==> src/rtl/mux_scan.sv <==
// mux_scan: registered N-channel, W-bit multiplexer with manual selection and
// a dwell-timed automatic round-robin scan.
//
// y and ch_out are updated on the same edge from the same next-channel value,
// so ch_out always names the channel that produced the current y. Data is
// sampled every cycle. The en input only freezes the channel and the dwell
// count, so a frozen channel still streams fresh data.
//
// Changing dwell while a dwell period is in progress: the new value is
// compared against the running count straight away. If the count is already
// past the new dwell, there is no early step. The count runs on to
// 2**DWELL_W-1, rolls over to 0, and only steps once it matches dwell again.
// This is intentional and keeps the step condition a single equality compare.

module mux_scan #(
   parameter int WIDTH   = 1,
   parameter int CH      = 4,
   parameter int SELW    = $clog2(CH),
   parameter int DWELL_W = 8
) (
   input  logic                  clk,
   input  logic                  rst_n,
   input  logic [CH*WIDTH-1:0]   in_bus,
   input  logic                  mode,
   input  logic [SELW-1:0]       sel,
   input  logic [DWELL_W-1:0]    dwell,
   input  logic                  en,
   output logic [WIDTH-1:0]      y,
   output logic [SELW-1:0]       ch_out,
   output logic                  wrap,
   output logic                  sel_err
);

   // Channel count with one extra bit, so that every sel value can be
   // range-checked (CH itself may not fit in SELW bits).
   localparam logic [SELW:0]   CH_EXT  = (SELW+1)'(CH);
   localparam logic [SELW-1:0] LAST_CH = SELW'(CH - 1);

   logic [SELW-1:0]    cur_ch_r;
   logic [DWELL_W-1:0] cnt_r;
   logic [WIDTH-1:0]   y_r;
   logic               wrap_r;
   logic               sel_err_r;

   logic [SELW-1:0]    next_ch_s;
   logic [DWELL_W-1:0] next_cnt_s;
   logic               next_wrap_s;
   logic               next_err_s;
   logic [WIDTH-1:0]   next_y_s;
   logic [WIDTH-1:0]   chan_s [CH];

   // Split the flat input bus into one entry per channel.
   for (genvar k = 0; k < CH; k++) begin : g_chan
      assign chan_s[k] = in_bus[k*WIDTH +: WIDTH];
   end

   // next_ch_s never exceeds CH-1, so the lookup always lands on a real channel.
   assign next_y_s = chan_s[next_ch_s];

   // Next channel, dwell count and event pulses for the coming edge.
   always_comb begin
      next_ch_s   = cur_ch_r;
      next_cnt_s  = cnt_r;
      next_wrap_s = 1'b0;
      next_err_s  = 1'b0;
      if (!en) begin
         // Frozen: channel and count hold, and no events are reported.
         next_ch_s  = cur_ch_r;
         next_cnt_s = cnt_r;
      end else if (!mode) begin
         // Manual: count is kept at zero, so a later switch to auto
         // starts a full dwell from the current channel.
         next_cnt_s = {DWELL_W{1'b0}};
         if ({1'b0, sel} < CH_EXT) begin
            next_ch_s = sel;
         end else begin
            next_ch_s  = cur_ch_r;
            next_err_s = 1'b1;
         end
      end else begin
         // Auto: hold each channel for dwell+1 cycles, then step.
         if (cnt_r == dwell) begin
            next_cnt_s = {DWELL_W{1'b0}};
            if (cur_ch_r == LAST_CH) begin
               next_ch_s   = {SELW{1'b0}};
               next_wrap_s = 1'b1;
            end else begin
               next_ch_s   = cur_ch_r + SELW'(1);
               next_wrap_s = 1'b0;
            end
         end else begin
            next_cnt_s = cnt_r + DWELL_W'(1);
            next_ch_s  = cur_ch_r;
         end
      end
   end

   // State and output registers. Reset clears everything asynchronously.
   always_ff @(posedge clk or negedge rst_n) begin
      if (!rst_n) begin
         cur_ch_r  <= {SELW{1'b0}};
         cnt_r     <= {DWELL_W{1'b0}};
         y_r       <= {WIDTH{1'b0}};
         wrap_r    <= 1'b0;
         sel_err_r <= 1'b0;
      end else begin
         cur_ch_r  <= next_ch_s;
         cnt_r     <= next_cnt_s;
         y_r       <= next_y_s;
         wrap_r    <= next_wrap_s;
         sel_err_r <= next_err_s;
      end
   end

   assign y       = y_r;
   assign ch_out  = cur_ch_r;
   assign wrap    = wrap_r;
   assign sel_err = sel_err_r;

endmodule
==> config.mk <==
export PLATFORM = sky130hd
export DESIGN_NAME = mux_scan
export DESIGN_NICKNAME = d
export VERILOG_FILES = /design/src/rtl/mux_scan.sv
export SDC_FILE = /design/constraint.sdc
export NUM_CORES = 1
export LEC_CHECK = 0
export BUFFER_PORTS_ARGS = -buffer_cell sky130_fd_sc_hd__buf_2
export CORE_MARGIN = 5
export CORE_UTILIZATION = 52
export DETAILED_ROUTE_END_ITERATION = 7
export PLACE_DENSITY = 0.81
export SLEW_MARGIN = 20
export SYNTH_ARGS = -nofsm -noshare
export SYNTH_HDL_FRONTEND = slang
export SYNTH_SLANG_ARGS = --single-unit
==> constraint.sdc <==
create_clock -name clk -period 5.35 [get_ports clk]
set_input_delay 0.535 -clock clk [delete_from_list [all_inputs] [get_ports clk]]
set_output_delay 0.535 -clock clk [all_outputs]
set_load 0.03 [all_outputs]
==> impl_metrics.env, run 1 <==
export IMPL_cts_htree_levels=1
export IMPL_antenna_found_initial=0
export IMPL_dr_pass1_iters=4
export IMPL_final_min_clock_period_ns=1.93
export IMPL_worstSetupStartpointType="flop"
export IMPL_drv_cap=0
export IMPL_synthSimpleGateAreaFrac=0.175
export IMPL_setup_violations=0
export IMPL_drive_above_1_share=0.313
export IMPL_routedWlPerCell_um=13.3
export IMPL_path_buf_inv=0
export IMPL_outcome="finished clean"
export IMPL_post_cts_resize_count=0
export IMPL_postSynthAreaPerCell_um2=10.1
export IMPL_cpPeakStageDelay_ns=0.43
export IMPL_synth_edff_count=0
export IMPL_final_util=0.672
export IMPL_syn_area_um2=738
export IMPL_std_cell_rows=13
export IMPL_synth_compound_area_frac=0.161
export IMPL_num_vias=606
export IMPL_synth_mux_area_frac=0.0678
export IMPL_yosysWarnings=0
export IMPL_crit_start="cnt_r[1]"
export IMPL_cp_max_fo=5
export IMPL_start_util=0.560
export IMPL_p_per_area_mw_per_mm2=274
export IMPL_layout_nets=117
export IMPL_yosysTopAreaCell="dfrtp_1"
export IMPL_dpl_cell_area_um2=850
export IMPL_yosysTopAreaCellShare=0.407
export IMPL_area_growth_syn_to_layout_pct=20.0
export IMPL_ys_ff_latch=12
export IMPL_vdd_drop_max_mv=0.159
export IMPL_ant_nets=0
export IMPL_worst_path_max_delay_cell="dfrtp_1"
export IMPL_grt_pass1_wl_um=2370
export IMPL_finalSetupTns_ns=0
export IMPL_grt_use_total=0.155
export IMPL_cts_hold_buf=0
export IMPL_post_dp_hpwl_um=1200
export IMPL_die_h_um=47.7
export IMPL_synth_top_family_by_area="simple AND/OR/NAND/NOR gates"
export IMPL_arrival_ns=2.09
export IMPL_die_area_mm2=0.00227
export IMPL_fin_crit_sh=0.362
export IMPL_grt_overflow_total=0
export IMPL_grt_pass1_vias=540
export IMPL_finClkSkew_ns=0.00112
export IMPL_cts_tree="built"
export IMPL_synthTopCellsByArea="dfrtp_1 41%, xnor2_1 11%, mux2i_1 6.8%"
export IMPL_hold_violations=0
export IMPL_max_freq_mhz=517
export IMPL_ys_types=30
export IMPL_via_per_inst=5.46
export IMPL_r2r_start="cnt_r[1]"
export IMPL_critPathTopFamily="simple AND/OR/NAND/NOR gates"
export IMPL_p_leak_nw=0.406
export IMPL_clockBufferDepth=2
export IMPL_rsz0062_at_grt="no"
export IMPL_clock_latency_ns=0.27
export IMPL_ys_flop_type="dfrtp_1"
export IMPL_fillers=110
export IMPL_drt_initial_drc_count=11
export IMPL_fin_area_um2=886
export IMPL_end_kind="flop"
export IMPL_synthCells=73
export IMPL_path_cells="xnor2_1 -> nand4_1 -> or2_4 -> a311oi_4 -> mux2i_1 -> mux2i_1"
export IMPL_cp_common_cell="mux2i_1"
export IMPL_ys_async_sr_fraction=1.00
export IMPL_io_pins=23
export IMPL_gp_congestion=0.801
export IMPL_ys_seq_area_frac=0.407
export IMPL_finalMaxSlewViolations=0
export IMPL_power_total_w=0.000243
export IMPL_clk_pin_slew_ns=0.07
export IMPL_antenna_cells=0
export IMPL_root_buffer="clkbuf_4"
export IMPL_totalWireLength_um=1470
export IMPL_synthAdderAreaFrac=0.0339
export IMPL_grt_max_degree=13
export IMPL_drc_errors=0
export IMPL_synth_xor_area_frac=0.119
export IMPL_io_buffers=21
export IMPL_synth_fp_nets=93
export IMPL_post_place_ws_ns=3.22
export IMPL_fp_dieW_um=47.7
export IMPL_cts_made_buffers=3
export IMPL_final_setup_worst_slack_ns=3.42
export IMPL_core_area_mm2=0.00132
export IMPL_worst_setup_path_type="reg2reg"
export IMPL_postCtsSetupBuffers=0
export IMPL_required_ns=5.51
export IMPL_worstHoldPathType="in2async"
export IMPL_cts_sinks=12
cells in the mapped netlist (all sizes together), types with 3 or more instances:
cell / instances
dfrtp: 12
nand2: 4
inv: 3
xnor2: 9
o2bb2ai: 3
a21oi: 4
nand3: 6
mux2i: 5
o21ai: 4
cells in the final DEF (no fill, tap or decap), drive strengths merged, types with 2 or more instances in the layout:
| cell type | netlist | layout |
|---|---|---|
| inv | 3 | 3 |
| nand3 | 6 | 6 |
| mux2i | 5 | 5 |
| o2bb2ai | 3 | 3 |
| xnor2 | 9 | 9 |
| nor3 | 2 | 2 |
| nand2 | 4 | 4 |
| clkbuf | 0 | 4 |
| nand4 | 2 | 2 |
| dfrtp | 12 | 12 |
| o21ai | 4 | 4 |
| ha | 2 | 2 |
| nor2 | 2 | 2 |
| a21oi | 4 | 4 |
| buf | 2 | 21 |
metal layers:
metal | global-route usage | vias up | wire length, µm
li1 | - | 313 | -
met1 | 0.217 | 272 | 716
met2 | 0.214 | 17 | 641
met3 | 0.0564 | 4 | 94
met4 | 0.0645 | 0 | 19
met5 | 0 | - | 0
report_power, final:
| part | switching (W) | leakage (nW) | total, W | internal [W] |
|---|---|---|---|---|
| clock | 0.0000296 | 0.0210 | 0.0000710 | 0.0000414 |
| combinational | 0.0000337 | 0.227 | 0.0000609 | 0.0000272 |
| sequential | 0.0000111 | 0.157 | 0.000111 | 0.0000999 |
registers in the layout, summed over array words and instances (netlist names):
signal	cells
ch_out	2
y	1
wrap	1
cnt_r	8
layout make-up:
class | instances | area (µm²) | area share
flip-flops and latches | 12 | 300 | 0.339
repair buffers | 21 | 105 | 0.119
well taps | 15 | 18.8 | 0.0212
clock buffers | 4 | 36.3 | 0.0410
inverters | 3 | 11.3 | 0.0127
multi-input cells | 56 | 414 | 0.468
worst paths after layout:
check,depth (start not counted),endpoint,slack (ns)
worst max-delay path,6,y,3.42
worst min-delay path,1,cnt_r[7],0.13
worst max register to register,6,y,3.42
worst min register to register,1,cnt_r[6],0.55
max in group asynchronous,1,ch_out[0],5.01
min in group clk,3,y,0.54
metrics by stage:
| stage | hold WS [ns] | std cells |
|---|---|---|
| after global placement | 0.425 | 107 |
| after global routing | 0.114 | 111 |
| after floorplan | 0.239 | 73 |
| final | 0.125 | 111 |
| after CTS | 0.126 | 111 |
| after detailed placement | 0.425 | 107 |
cell families after synthesis:
kind of cell / after synthesis
other cells: 1
simple gates: 23
compound gates: 15
xor+xnor: 10
mux: 5
buf+inv: 5
flops: 12
fa+ha+maj: 2
worst register-to-register path, cell delays in order, from the launching register on:
cell	delay, ns
dfrtp_1	0.43
xnor2_1	0.23
nand4_1	0.18
or2_4	0.29
a311oi_4	0.39
mux2i_1	0.22
mux2i_1	0.08
No activity file was read; power rests on OpenSTA's default activity.
==> run 2: changes to the inputs <==
CORE_UTILIZATION = 48   (was 52)
PLACE_DENSITY = 0.76   (was 0.81)
clock period = 1.95 ns   (was 5.35 ns; I/O delays follow)
==> run 2 against run 1 <==
Compared with the run above: clock power grew to 2.8 times the previous value; worst setup slack worse by 3.3 ns; non-clock buffer count is 6 higher; via count is 5.9% higher; die area is 6.6% higher; clock skew hardly changed; cell count is 6.3% higher; worst hold slack better by 0.071 ns; first-iteration DRC count is 55% lower; wire length is 10% higher; register-to-register slack worse by 3.3 ns; critical endpoint unchanged; largest power group unchanged; highest routed layer unchanged.
==> impl_metrics.env, run 2 (synthesis results as in run 1) <==
export IMPL_outcome="finished clean"
export IMPL_antenna_cells=0
export IMPL_routedWlPerCell_um=13.7
export IMPL_clockPowerShare=0.290
export IMPL_start_util=0.496
export IMPL_finalMaxSlewViolations=0
export IMPL_grt_use_total=0.141
export IMPL_via_per_inst=5.44
export IMPL_fin_crit_sh=0.945
export IMPL_p_int_w=0.000476
export IMPL_cts_htree_levels=1
export IMPL_final_min_clock_period_ns=1.84
export IMPL_max_freq_mhz=543
export IMPL_cts_tree="built"
export IMPL_worstHoldEndpoint="y"
export IMPL_p_per_area_mw_per_mm2=723
export IMPL_cp_common_cell="mux2i_1"
export IMPL_met2_usage=0.221
export IMPL_path_buf_inv=1
export IMPL_hold_violations=0
export IMPL_die_h_um=49.2
export IMPL_setup_violations=0
export IMPL_post_place_ws_ns=0.0667
export IMPL_drive_above_1_share=0.392
export IMPL_fin_area_um2=953
export IMPL_grt_pass1_wl_um=2640
export IMPL_antenna_found_initial=0
export IMPL_area_growth_syn_to_layout_pct=29.2
export IMPL_p_leak_nw=0.438
export IMPL_p_sw_frac=0.309
export IMPL_core_area_mm2=0.00149
export IMPL_regMostFlops="cnt_r"
export IMPL_use_met3=0.0336
export IMPL_combinationalPowerShare=0.269
export IMPL_whs_ns=0.197
export IMPL_worst_setup_path_type="reg2reg"
export IMPL_seqCellArea_um2=304
export IMPL_io_pins=23
export IMPL_grt_pass1_vias=622
export IMPL_grt_overflow_total=0
export IMPL_fp_dieW_um=49.2
export IMPL_cpPeakStageDelay_ns=0.42
export IMPL_dpl_cell_area_um2=873
export IMPL_grt_busiest_layer="met2"
export IMPL_gp_congestion=0.763
export IMPL_grt_max_degree=13
export IMPL_finClkSkew_ns=0.00160
export IMPL_worstHoldPathType="in2reg"
export IMPL_rr_worst_depth=7
export IMPL_r2r_start="cnt_r[6]"
export IMPL_path_cells="xnor2_1 -> nand4_1 -> or2_4 -> buf_4 -> mux2i_1 -> a221o_1 -> mux2i_1"
export IMPL_clk_pin_slew_ns=0.08
export IMPL_drt_initial_drc_count=5
export IMPL_root_buffer="clkbuf_4"
export IMPL_io_buffers=21
export IMPL_cts_sinks=12
export IMPL_drc_errors=0
export IMPL_globalRouteMet1Util=0.174
export IMPL_cp_max_fo=4
export IMPL_fillers=117
export IMPL_arrival_ns=2.01
export IMPL_min_path_cells=3
export IMPL_crit_start="cnt_r[6]"
export IMPL_num_vias=642
export IMPL_dr_pass1_iters=4
export IMPL_final_setup_worst_slack_ns=0.107
export IMPL_final_util=0.640
export IMPL_worstSetupStartpointType="flop"
export IMPL_cts_made_buffers=3
export IMPL_end_kind="flop"
export IMPL_layout_commonest_cell="buf_2"
export IMPL_p_switching_w=0.000213
export IMPL_reg2reg_to="y"
export IMPL_maxSlewHeadroom=0.643
export IMPL_r2r_setup_slack_ns=0.11
export IMPL_seq_power_share=0.441
export IMPL_std_cell_rows=14
export IMPL_clock_latency_ns=0.28
export IMPL_vdd_drop_max_mv=0.475
export IMPL_drv_cap=0
export IMPL_multi_input_area_um2=429
export IMPL_power_total_w=0.000689
export IMPL_worst_slew_pin_slew_ns=0.530
export IMPL_ant_nets=0
export IMPL_critPathTopFamily="simple AND/OR/NAND/NOR gates"
export IMPL_required_ns=2.11
export IMPL_post_dp_hpwl_um=1280
export IMPL_worst_path_max_delay_cell="dfrtp_1"
export IMPL_totalWireLength_um=1620
export IMPL_clockBufferDepth=2
export IMPL_mostFrequentLayoutCells="21 x buf_2, 9 x dfrtp_1, 7 x xnor2_1"
export IMPL_largest_register_ffs=8
export IMPL_layout_nets=123
export IMPL_min_from="in_bus[0]"
export IMPL_die_area_mm2=0.00242
## run 2: worst max path at each step
stage | endpoint | cells after the start | slack (ns)
after CTS | y | 6 | 0.05
after floorplan | y | 5 | 0.06
after global routing | y | 6 | -0.001
final | y | 7 | 0.11
after detailed placement | y | 6 | 0.07
after global placement | y | 6 | 0.12
## run 2: timing repair
item | CTS | global route
gates resized for setup | 0 | 5
hold endpoints to repair | 12 | 0
endpoints found under the setup margin | 0 | 1
setup buffers | 0 | 2
hold buffers | 1 | 0
## run 2: cell type report
| cell class | count | share of cell area |
|---|---|---|
| Multi-Input combinational cell | 56 | 0.450 |
| Tap cell | 16 | 0.0210 |
| Clock buffer | 4 | 0.0381 |
| Sequential cell | 12 | 0.319 |
| Inverter | 3 | 0.0118 |
| Timing Repair Buffer | 27 | 0.160 |
## run 2: layer usage
layer / wire length (µm) / up-vias
met5: 0 / -
met3: 79 / 3
met2: 824 / 13
met1: 692 / 301
li1: - / 325
met4: 24 / 0
## run 2: worst register-to-register path, stage by stage, from the launching register on
cell and delay, ns:
dfrtp_1 0.42, xnor2_1 0.18, nand4_1 0.16, or2_4 0.30, buf_4 0.14, mux2i_1 0.11
a221o_1 0.30, mux2i_1 0.13
## run 2: stage by stage
| step | std cells | setup TNS (ns) |
|---|---|---|
| 5_1_grt | 118 | -0.00147 |
| 3_5_place_dp | 111 | 0 |
| 4_1_cts | 116 | 0 |
| 6_report | 118 | 0 |
| 2_1_floorplan | 73 | 0 |
| 3_3_place_gp | 111 | 0 |
## run 2: power groups by stage
| stage | combinational (W) | clock [W] | sequential (W) |
|---|---|---|---|
| after detailed placement | 0.000178 | 0 | 0.000307 |
| after global placement | 0.000173 | 0 | 0.000304 |
| after floorplan | 0.0000947 | 0 | 0.000326 |
| after CTS | 0.000180 | 0.000206 | 0.000302 |
| final | 0.000186 | 0.000200 | 0.000304 |
| after global routing | 0.000206 | 0.000218 | 0.000308 |
